`src/rtl/vga_vram_server_pkg.sv`:
```
// Shared VRAM constants, server state encoding and FIFO sizing helper.
package vga_vram_server_pkg;

    localparam int VRAM_PWIDTH  = 8;
    localparam int VRAM_AWIDTH  = 19;
    localparam int VRAM_LATENCY = 4;

    typedef enum logic [1:0] {
        ST_IDLE  = 2'd0,
        ST_SERVE = 2'd1,
        ST_FORCE = 2'd2
    } srv_state_t;

    // Pointer width for a power-of-2 FIFO: index bits plus one wrap bit.
    function automatic int fifo_ptr_w(input int depth);
        return $clog2(depth) + 1;
    endfunction

endpackage

```
`src/rtl/vga_vram_wfifo.sv`:
```
// Write-buffer FIFO for core writes; wrap-bit pointers, push+pop legal when full.
module vga_vram_wfifo
    import vga_vram_server_pkg::*;
#(
    parameter int WIDTH = 27,
    parameter int DEPTH = 4
) (
    input  logic                   clk,
    input  logic                   rst_n,
    input  logic                   push,
    input  logic [WIDTH-1:0]       push_data,
    input  logic                   pop,
    output logic [WIDTH-1:0]       head,
    output logic                   full,
    output logic                   empty,
    output logic [$clog2(DEPTH):0] count
);

    localparam int PTR_W = fifo_ptr_w(DEPTH);
    localparam int IDX_W = PTR_W - 1;

    logic [WIDTH-1:0] mem [DEPTH];
    logic [PTR_W-1:0] wr_ptr;
    logic [PTR_W-1:0] rd_ptr;
    logic             wr_en;
    logic             rd_en;

    // When full, a push only lands if the head leaves in the same cycle.
    assign wr_en = push & (~full | pop);
    assign rd_en = pop & ~empty;

    assign empty = (wr_ptr == rd_ptr);
    assign full  = (wr_ptr[IDX_W] != rd_ptr[IDX_W]) &&
                   (wr_ptr[IDX_W-1:0] == rd_ptr[IDX_W-1:0]);
    assign count = wr_ptr - rd_ptr;
    assign head  = mem[rd_ptr[IDX_W-1:0]];

    // Advance pointers; reset empties the FIFO without touching storage.
    always_ff @(posedge clk) begin
        if (!rst_n) begin
            wr_ptr <= '0;
            rd_ptr <= '0;
        end else begin
            if (wr_en) wr_ptr <= wr_ptr + PTR_W'(1);
            if (rd_en) rd_ptr <= rd_ptr + PTR_W'(1);
        end
    end

    // Store accepted entries.
    always_ff @(posedge clk) begin
        if (wr_en) mem[wr_ptr[IDX_W-1:0]] <= push_data;
    end

endmodule

```
`src/rtl/vga_vram_server.sv`:
```
// VRAM responder: serves VGA pixel reads and buffered core writes on one memory port.
module vga_vram_server
    import vga_vram_server_pkg::*;
#(
    parameter int PWIDTH  = VRAM_PWIDTH,
    parameter int AWIDTH  = VRAM_AWIDTH,
    parameter int LATENCY = VRAM_LATENCY,
    parameter int WDEPTH  = 4,
    parameter int STARVE  = 16
) (
    input  logic              clk_core,
    input  logic              rst_core,
    output logic              vram_busy,
    input  logic              vram_rd,
    input  logic [AWIDTH-1:0] vram_addr,
    output logic [PWIDTH-1:0] vram_data,
    output logic              vram_vld,
    input  logic              wr_req,
    input  logic [AWIDTH-1:0] wr_addr,
    input  logic [PWIDTH-1:0] wr_data,
    output logic              wr_ready,
    output logic [AWIDTH-1:0] mem_addr,
    output logic              mem_re,
    output logic              mem_we,
    output logic [PWIDTH-1:0] mem_wdata,
    input  logic [PWIDTH-1:0] mem_rdata
);

    localparam int CNT_W = $clog2(WDEPTH) + 1;
    localparam int STV_W = $clog2(STARVE) + 1;
    localparam int ENT_W = AWIDTH + PWIDTH;

    srv_state_t        state;
    srv_state_t        state_next;
    logic [ENT_W-1:0]  head;
    logic              fifo_full;
    logic              fifo_empty;
    logic [CNT_W-1:0]  fifo_count;
    logic [CNT_W-1:0]  count_next;
    logic              push;
    logic              force_slot;
    logic              rd_accept;
    logic              fifo_wr;
    logic              blocked;
    logic              force_req;
    logic              inflight_next;
    logic [STV_W-1:0]  starve_cnt;
    logic [LATENCY-1:0] vld_p;
    logic [PWIDTH-1:0] data_p [1:LATENCY-1];

    vga_vram_wfifo #(
        .WIDTH (ENT_W),
        .DEPTH (WDEPTH)
    ) u_wfifo (
        .clk       (clk_core),
        .rst_n     (rst_core),
        .push      (push),
        .push_data ({wr_addr, wr_data}),
        .pop       (fifo_wr),
        .head      (head),
        .full      (fifo_full),
        .empty     (fifo_empty),
        .count     (fifo_count)
    );

    // Slot arbitration (forced write > read > FIFO write), outputs and next state.
    always_comb begin
        force_slot    = (state == ST_FORCE);
        rd_accept     = 1'b0;
        fifo_wr       = 1'b0;
        state_next    = state;
        if (rst_core) begin
            rd_accept = vram_rd & ~force_slot;
            fifo_wr   = ~fifo_empty & (force_slot | ~vram_rd);
        end
        // The forced slot always pops, so the freed entry can take a write that same cycle.
        wr_ready      = ~rst_core | ~fifo_full | force_slot;
        push          = wr_req & wr_ready;
        blocked       = ~fifo_empty & ~fifo_wr;
        force_req     = blocked && (starve_cnt == STV_W'(STARVE - 1));
        count_next    = fifo_count + CNT_W'(push) - CNT_W'(fifo_wr);
        inflight_next = rd_accept | (|vld_p[LATENCY-2:0]);

        vram_busy = rst_core & force_slot;
        mem_re    = rd_accept;
        mem_we    = fifo_wr;
        mem_addr  = fifo_wr ? head[ENT_W-1:PWIDTH] : vram_addr;
        mem_wdata = fifo_wr ? head[PWIDTH-1:0] : '0;
        vram_vld  = rst_core & vld_p[LATENCY-1];
        vram_data = vram_vld ? data_p[LATENCY-1] : '0;

        case (state)
            ST_FORCE: state_next = ST_SERVE;
            default: begin
                if (force_req)
                    state_next = ST_FORCE;
                else if ((count_next == '0) && !inflight_next)
                    state_next = ST_IDLE;
                else
                    state_next = ST_SERVE;
            end
        endcase
    end

    // State register and starvation counter.
    always_ff @(posedge clk_core) begin
        if (!rst_core) begin
            state      <= ST_IDLE;
            starve_cnt <= '0;
        end else begin
            state <= state_next;
            if (fifo_empty || fifo_wr)
                starve_cnt <= '0;
            else
                starve_cnt <= starve_cnt + STV_W'(1);
        end
    end

    // p0: issue flag; p1..p(LATENCY-1): valid follows the memory data down the pipe.
    always_ff @(posedge clk_core) begin
        if (!rst_core)
            vld_p <= '0;
        else
            vld_p <= {vld_p[LATENCY-2:0], rd_accept};
    end

    // p1 captures mem_rdata one cycle after issue; later stages only delay it.
    always_ff @(posedge clk_core) begin
        if (vld_p[0]) data_p[1] <= mem_rdata;
        for (int i = 2; i < LATENCY; i++) data_p[i] <= data_p[i-1];
    end

endmodule

```
`config.mk`:
```
export PLATFORM = sky130hd
export DESIGN_NAME = vga_vram_server
export DESIGN_NICKNAME = d
export VERILOG_FILES = /design/src/rtl/vga_vram_server_pkg.sv /design/src/rtl/vga_vram_wfifo.sv /design/src/rtl/vga_vram_server.sv
export SDC_FILE = /design/constraint.sdc
export NUM_CORES = 1
export LEC_CHECK = 0
export BUFFER_PORTS_ARGS = -buffer_cell sky130_fd_sc_hd__buf_2
export CAP_MARGIN = 10
export CORE_UTILIZATION = 50
export DETAILED_ROUTE_END_ITERATION = 8
export GPL_TIMING_DRIVEN = 1
export PLACE_DENSITY = 0.75
export SLEW_MARGIN = 20
export SYNTH_ARGS = -nofsm -noshare
export SYNTH_HDL_FRONTEND = slang
export SYNTH_SLANG_ARGS = --single-unit
export TNS_END_PERCENT = 5
```
`constraint.sdc`:
```
create_clock -name clk_core -period 2.8 [get_ports clk_core]
set_input_delay 0.56 -clock clk_core [delete_from_list [all_inputs] [get_ports clk_core]]
set_output_delay 0.56 -clock clk_core [all_outputs]
set_load 0.03 [all_outputs]
```
==> run_results.csv, run 1 <==
group,metric,value,unit
run_status,status,"finished with violations",
run_status,violations,"setup timing",
synthesis,ys_types,37,
worst_setup_path,startpoint_type,"register",
route,via_per_inst,5.350,
synthesis,seq_area_frac_synth,71.48,%
synthesis,netlist.top_cell.by_area,"edfxtp_1",
global_routing,grt_pass1_vias,3309,
synthesis,ys_top_cells_by_count,"116 x edfxtp_1, 35 x dfxtp_1, 27 x mux4_2",
floorplanning,core.rowCount,39,
synthesis,synth_warnings,0,
clock_tree,clk_latency,410,ps
worst_setup_path,path_max_fanout,2,
placement,place_area,6720,um2
floorplanning,core_area,11420,um2
synthesis,ys_seq_elements,151,
clock_tree,cts_num_sinks,151,
global_routing,grt_max_degree,28,
route,first_pass_iters,4,
worst_setup_path,setup.worst_path.end_class,"register",
pwr,p_per_area,749.4,nW/um2
synthesis,synth_edf_count,116,
timing,setup_viol,1,
finish,drive_gt1_share,48.68,%
placement,port_buffers,97,
placement,dp_hpwl,7047,um
synthesis,syn_avg_cell_area,18.82,um2
flow_run,max-cap-violations,0,
synthesis,yosys-top-cells-area,"edfxtp_1 60%, dfxtp_1 12%, mux4_2 10%",
floorplanning,dieHeight,110.2,um
synthesis,syn_nets,380,
synthesis,synth.top_cell.area_share,59.51,%
finish,antenna_cells,0,
timing,max_freq,0.3548,GHz
floorplanning,die_w,110.2,um
route,avgRoutedWirePerCell,18.38,um
finish,final_util,64.30,%
route,drc,0,
synthesis,syn_inst,311,
floorplanning,die-area,12140,um2
pwr,ir_drop,0.4756,mV
timing,fin_ws,-18.82,ps
timing,rsz0062_at_grt,"yes",
placement,dp.cells,563,
route,drtIter0Drc,181,
pwr,p_leak,2.878,nW
timing,period_needed,2819,ps
worst_setup_path,worstPathRequired,3120,ps
hold_path,hold_class,"reg -> reg",
timing,timing.hold.ws,322.5,ps
synthesis,syn_area,5853,um2
finish,multi_input_area,1647,um2
finish,instances_no_fill,597,
floorplanning,initial_core_util,51.26,%
clock_tree,cts_made_buffers,17,
synthesis,synthArstFlopShare,0,%
timing,period_share,100.7,%
pwr,power,5.502,mW
worst_setup_path,path_class,"reg -> reg",
global_routing,grt_pass1_wl,16720,um
finish,syn_to_final_growth,25.44,%
global_routing,grt_overflow,0,
finish,nets,511,
finish,final_cell_area,7342,um2
placement,routabilityCongestion,0.8110,
route,routed_wl,10970,um
clock_tree,ctsHoldBuffers,0,
synthesis,yosys.cell_count.top_type,"edfxtp_1",
clock_tree,clockBufferDepth,2,
worst_setup_path,worstPathArrival,3140,ps
route,dr_total_vias,3194,
timing,maxSlewHeadroom,66.06,%
clock_tree,cts_max_level,4,
timing,skew,7.928,ps
synthesis,synthFlopType,"edfxtp_1",
clock_tree,path_clk_slew,60,ps
clock_tree,cts_tree,"done",
floorplanning,ioPinCount,98,
timing,maxSlewViolCount,0,
global_routing,grt_use_total,19.50,%
timing,worst_pin_slew,503.6,ps
finish,seq_area,4199,um2
finish,fillers,841,
route,drtAntennaViolNets,0,
global_routing,antenna_found_initial,0,
timing,hold_viol_final,0,
clock_tree,clock-root-buffer,"clkbuf_16",
## layout by cell type (no fill, tap or decap), types with 5 or more instances in the layout
master,instances
and2_1,7
buf_2,97
ha_1,8
nor2_1,7
and3_1,19
clkbuf_16,17
mux4_2,27
buf_4,24
dfxtp_1,29
inv_1,8
nand2_1,7
edfxtp_1,116
clkinvlp_4,5
mux2_4,18
## worst paths after layout
| kind | cells after the start | end | start | slack [ps] |
|---|---|---|---|---|
| max | 12 | state[0] | u_wfifo.rd_ptr[0] | -20 |
| min | 0 | data_p[0][30] | data_p[0][22] | 320 |
| max reg2reg | 12 | state[0] | u_wfifo.rd_ptr[0] | -20 |
| min reg2reg | 0 | data_p[0][30] | data_p[0][22] | 320 |
## cell type report
class                   instances  share of cell area, %
multi-input cells             138                  22.43
inverters                      10                 0.5112
repair buffers                124                  9.765
flip-flops and latches        151                  57.19
clock buffers                  19                  5.896
clock inverters                12                  1.772
well taps                     143                  2.437
## worst max-delay path, cell delays in order (launching register included)
cell and delay (ps):
dfxtp_4 360, xnor2_4 180, nand2_2 90, or4_4 500, and2_4 160, fa_2 330, inv_2 70, fa_1 390
inv_2 80, ha_4 140, xnor2_2 70, xnor2_1 130, a311oi_1 230
## where the power goes
part           switching (mW)  internal [mW]  total (mW)
clock network           0.850           1.30        2.15
registers              0.0382           2.53        2.57
logic                   0.410          0.372       0.782
total                    1.30           4.20        5.50
## through the flow
step           setup TNS, ps  setup slack (ps)
4_1_cts               -27.30            -27.30
2_1_floorplan         -150.0            -150.0
3_5_place_dp          -168.9            -168.9
5_1_grt               -108.7            -85.94
3_3_place_gp          -92.32            -92.32
6_report              -18.82            -18.82
## registers in the layout, summed over array words and instances (netlist names), named ones only
signal / count
u_wfifo.mem: 108
data_p: 24
starve_cnt: 5
vld_p: 4
u_wfifo.rd_ptr: 3
u_wfifo.wr_ptr: 3
state: 2
## kinds of logic (layout without fill, tap and decap cells)
logic type / Yosys count / in the layout / synth area share, %
flops: 151 / 151 / 71.48
simple gates: 57 / 57 / 5.323
mux: 46 / 46 / 15.20
buf+inv: 22 / 165 / 1.796
compound gates: 12 / 12 / 1.668
xor+xnor: 12 / 12 / 1.924
fa+ha+maj: 11 / 11 / 2.608
## what timing repair did
item,CTS,global route
buffers inserted,2,1
pin swaps,7,4
gates cloned,0,0
resized for setup,8,2
endpoints found under the setup margin,20,20
## layer usage
metal	vias up	global-route usage [%]	share of wire (%)	wire, um
met5	-	0	0	0
met4	0	6.861	1.5	165
met3	14	6.349	4.4	485
met2	85	33.13	53	5864
met1	1624	23.43	41	4456
li1	1471	-	-	-
Power figures use the tool's default switching activity.
==> run 2, diff against run 1 <==
--- a/config.mk
+++ b/config.mk
@@ -7,10 +7,9 @@
 export LEC_CHECK = 0
 export BUFFER_PORTS_ARGS = -buffer_cell sky130_fd_sc_hd__buf_2
 export CAP_MARGIN = 10
-export CORE_UTILIZATION = 50
+export CORE_UTILIZATION = 40
 export DETAILED_ROUTE_END_ITERATION = 8
 export GPL_TIMING_DRIVEN = 1
-export PLACE_DENSITY = 0.75
 export SLEW_MARGIN = 20
 export SYNTH_ARGS = -nofsm -noshare
 export SYNTH_HDL_FRONTEND = slang
==> run_results.csv, run 2 (synthesis gave the netlist of run 1 again) <==
group,metric,value,unit
pwr,p_leak,2.950,nW
timing,hold_viol_final,0,
pwr,p_sw,1.279,mW
finish,largest_reg_flops,108,
global_routing,grtUsageMet3,4.197,%
run_status,status,"finished with violations",
worst_setup_path,path_delay_family,"buffers and inverters",
worst_setup_path,crit_path_max_incr_delay,360,ps
global_routing,antenna_found_initial,0,
timing,period_share,101.7,%
clock_tree,cts_num_sinks,151,
worst_setup_path,worstPathArrival,2290,ps
clock_tree,cts_made_buffers,17,
placement,port_buffers,97,
global_routing,grt_overflow,0,
route,drc,0,
route,drtIter0Drc,140,
timing,tns,-681.1,ps
timing,setup_viol,19,
worst_setup_path,path_buf_inv,4,
finish,antenna_cells,0,
finish,syn_to_final_growth,28.13,%
pwr,switching_share,22.74,%
pwr,p_per_area,750.1,nW/um2
finish,nets,516,
pwr,p_seq_share,45.7,%
timing,maxSlewHeadroom,66.73,%
floorplanning,die-area,15120,um2
timing,timing.hold.ws,319.6,ps
timing,worst_pin_slew,497.5,ps
pwr,clkPwrFrac,39.1,%
worst_setup_path,worst-r2r-setup-slack,-40,ps
global_routing,use_met2,24.75,%
clock_tree,cts_tree,"done",
route,routed_wl,10730,um
worst_setup_path,path_class,"reg -> out",
timing,period_needed,2847,ps
route,via_per_inst,4.908,
worst_setup_path,worstPathRequired,2240,ps
run_status,violations,"setup timing",
timing,skew,5.943,ps
worst_setup_path,setup.worst_path.end_class,"output pin",
placement,place_area,6766,um2
finish,final_cell_area,7500,um2
global_routing,met1_usage,19.34,%
worst_setup_path,cp_slowest_cell,"dfxtp_4",
worst_setup_path,worstPathCellList,"xnor2_4 > buf_6 > buf_4 > a32oi_2 > nand2_2 > buf_12 > mux2_4 > buf_2",
finish,layout_commonest_cell,"edfxtp_1",
floorplanning,core.rowCount,43,
placement,dp_hpwl,6720,um
timing,max_freq,0.3512,GHz
timing,rsz0062_at_grt,"yes",
clock_tree,clk_latency,420,ps
route,drtAntennaViolNets,0,
floorplanning,core_area,14100,um2
hold_path,hold_class,"in -> reg",
placement,dp_slack,-203.5,ps
clock_tree,path_clk_slew,50,ps
finish,layout_common_cells,"116 x edfxtp_1, 97 x buf_2, 28 x dfxtp_1",
floorplanning,initial_core_util,41.52,%
flow_run,max-cap-violations,0,
route,avgRoutedWirePerCell,16.77,um
timing,fin_ws,-47.16,ps
clock_tree,clockBufferDepth,2,
global_routing,grt_max_degree,28,
pwr,ir_drop,0.4170,mV
global_routing,grt.busiest_layer,"met2",
placement,routabilityCongestion,0.8023,
worst_setup_path,startpoint_type,"register",
global_routing,grt_pass1_wl,16630,um
floorplanning,ioPinCount,98,
clock_tree,cts_max_level,4,
global_routing,grt_use_total,15.50,%
route,dr_total_vias,3141,
route,first_pass_iters,5,
floorplanning,die_w,123.0,um
worst_setup_path,path_max_fanout,20,
finish,drive_gt1_share,49.78,%
clock_tree,clock-root-buffer,"clkbuf_16",
pwr,p_comb_share,15.2,%
timing,maxSlewViolCount,0,
pwr,internal_power,4.347,mW
global_routing,grt_pass1_vias,3127,
floorplanning,dieHeight,123.0,um
finish,final_util,53.20,%
## run 2: what timing repair did
item	in CTS	in global routing
pin swaps	11	10
setup endpoints to repair	20	128
hold buffers	0	0
cloned	0	0
buffers inserted	10	3
resized for setup	8	11
## run 2: layout make-up
cell class | instances | area [um2]
Clock buffer | 24 | 481.7
Fill cell | 1142 | 6596
Clock inverter | 8 | 97.59
Timing Repair Buffer | 129 | 808.3
Sequential cell | 151 | 4200
Inverter | 10 | 37.54
Multi-Input combinational cell | 138 | 1649
Tap cell | 180 | 225.2
## run 2: power groups by stage
stage | registers (mW) | logic [mW] | clock network, mW
floorplan | 2.61 | 0.518 | 0
global placement | 2.61 | 0.745 | 0
detailed placement | 2.62 | 0.757 | 0
CTS | 2.57 | 0.837 | 2.25
global route | 2.58 | 0.927 | 2.34
finish | 2.57 | 0.857 | 2.20
## run 2: layer usage
| layer | wire length, um | vias up |
|---|---|---|
| met1 | 4530 | 1550 |
| met4 | 276 | 0 |
| met2 | 5487 | 80 |
| met3 | 436 | 22 |
| li1 | - | 1489 |
| met5 | 0 | - |
## run 2: path summary, 6_finish.rpt
kind / start / to / depth (start not counted)
max: u_wfifo.rd_ptr[1] / mem_addr[17] / 8
min: mem_rdata[3] / data_p[0][11] / 1
max reg2reg: u_wfifo.rd_ptr[1] / state[0] / 12
min reg2reg: data_p[0][19] / data_p[0][27] / 0
## run 2: per-stage QoR
| step | total power [mW] | cells |
|---|---|---|
| 2_1_floorplan | 3.127 | 311 |
| 3_3_place_gp | 3.358 | 596 |
| 3_5_place_dp | 3.377 | 596 |
| 4_1_cts | 5.658 | 638 |
| 5_1_grt | 5.845 | 640 |
| 6_report | 5.626 | 640 |
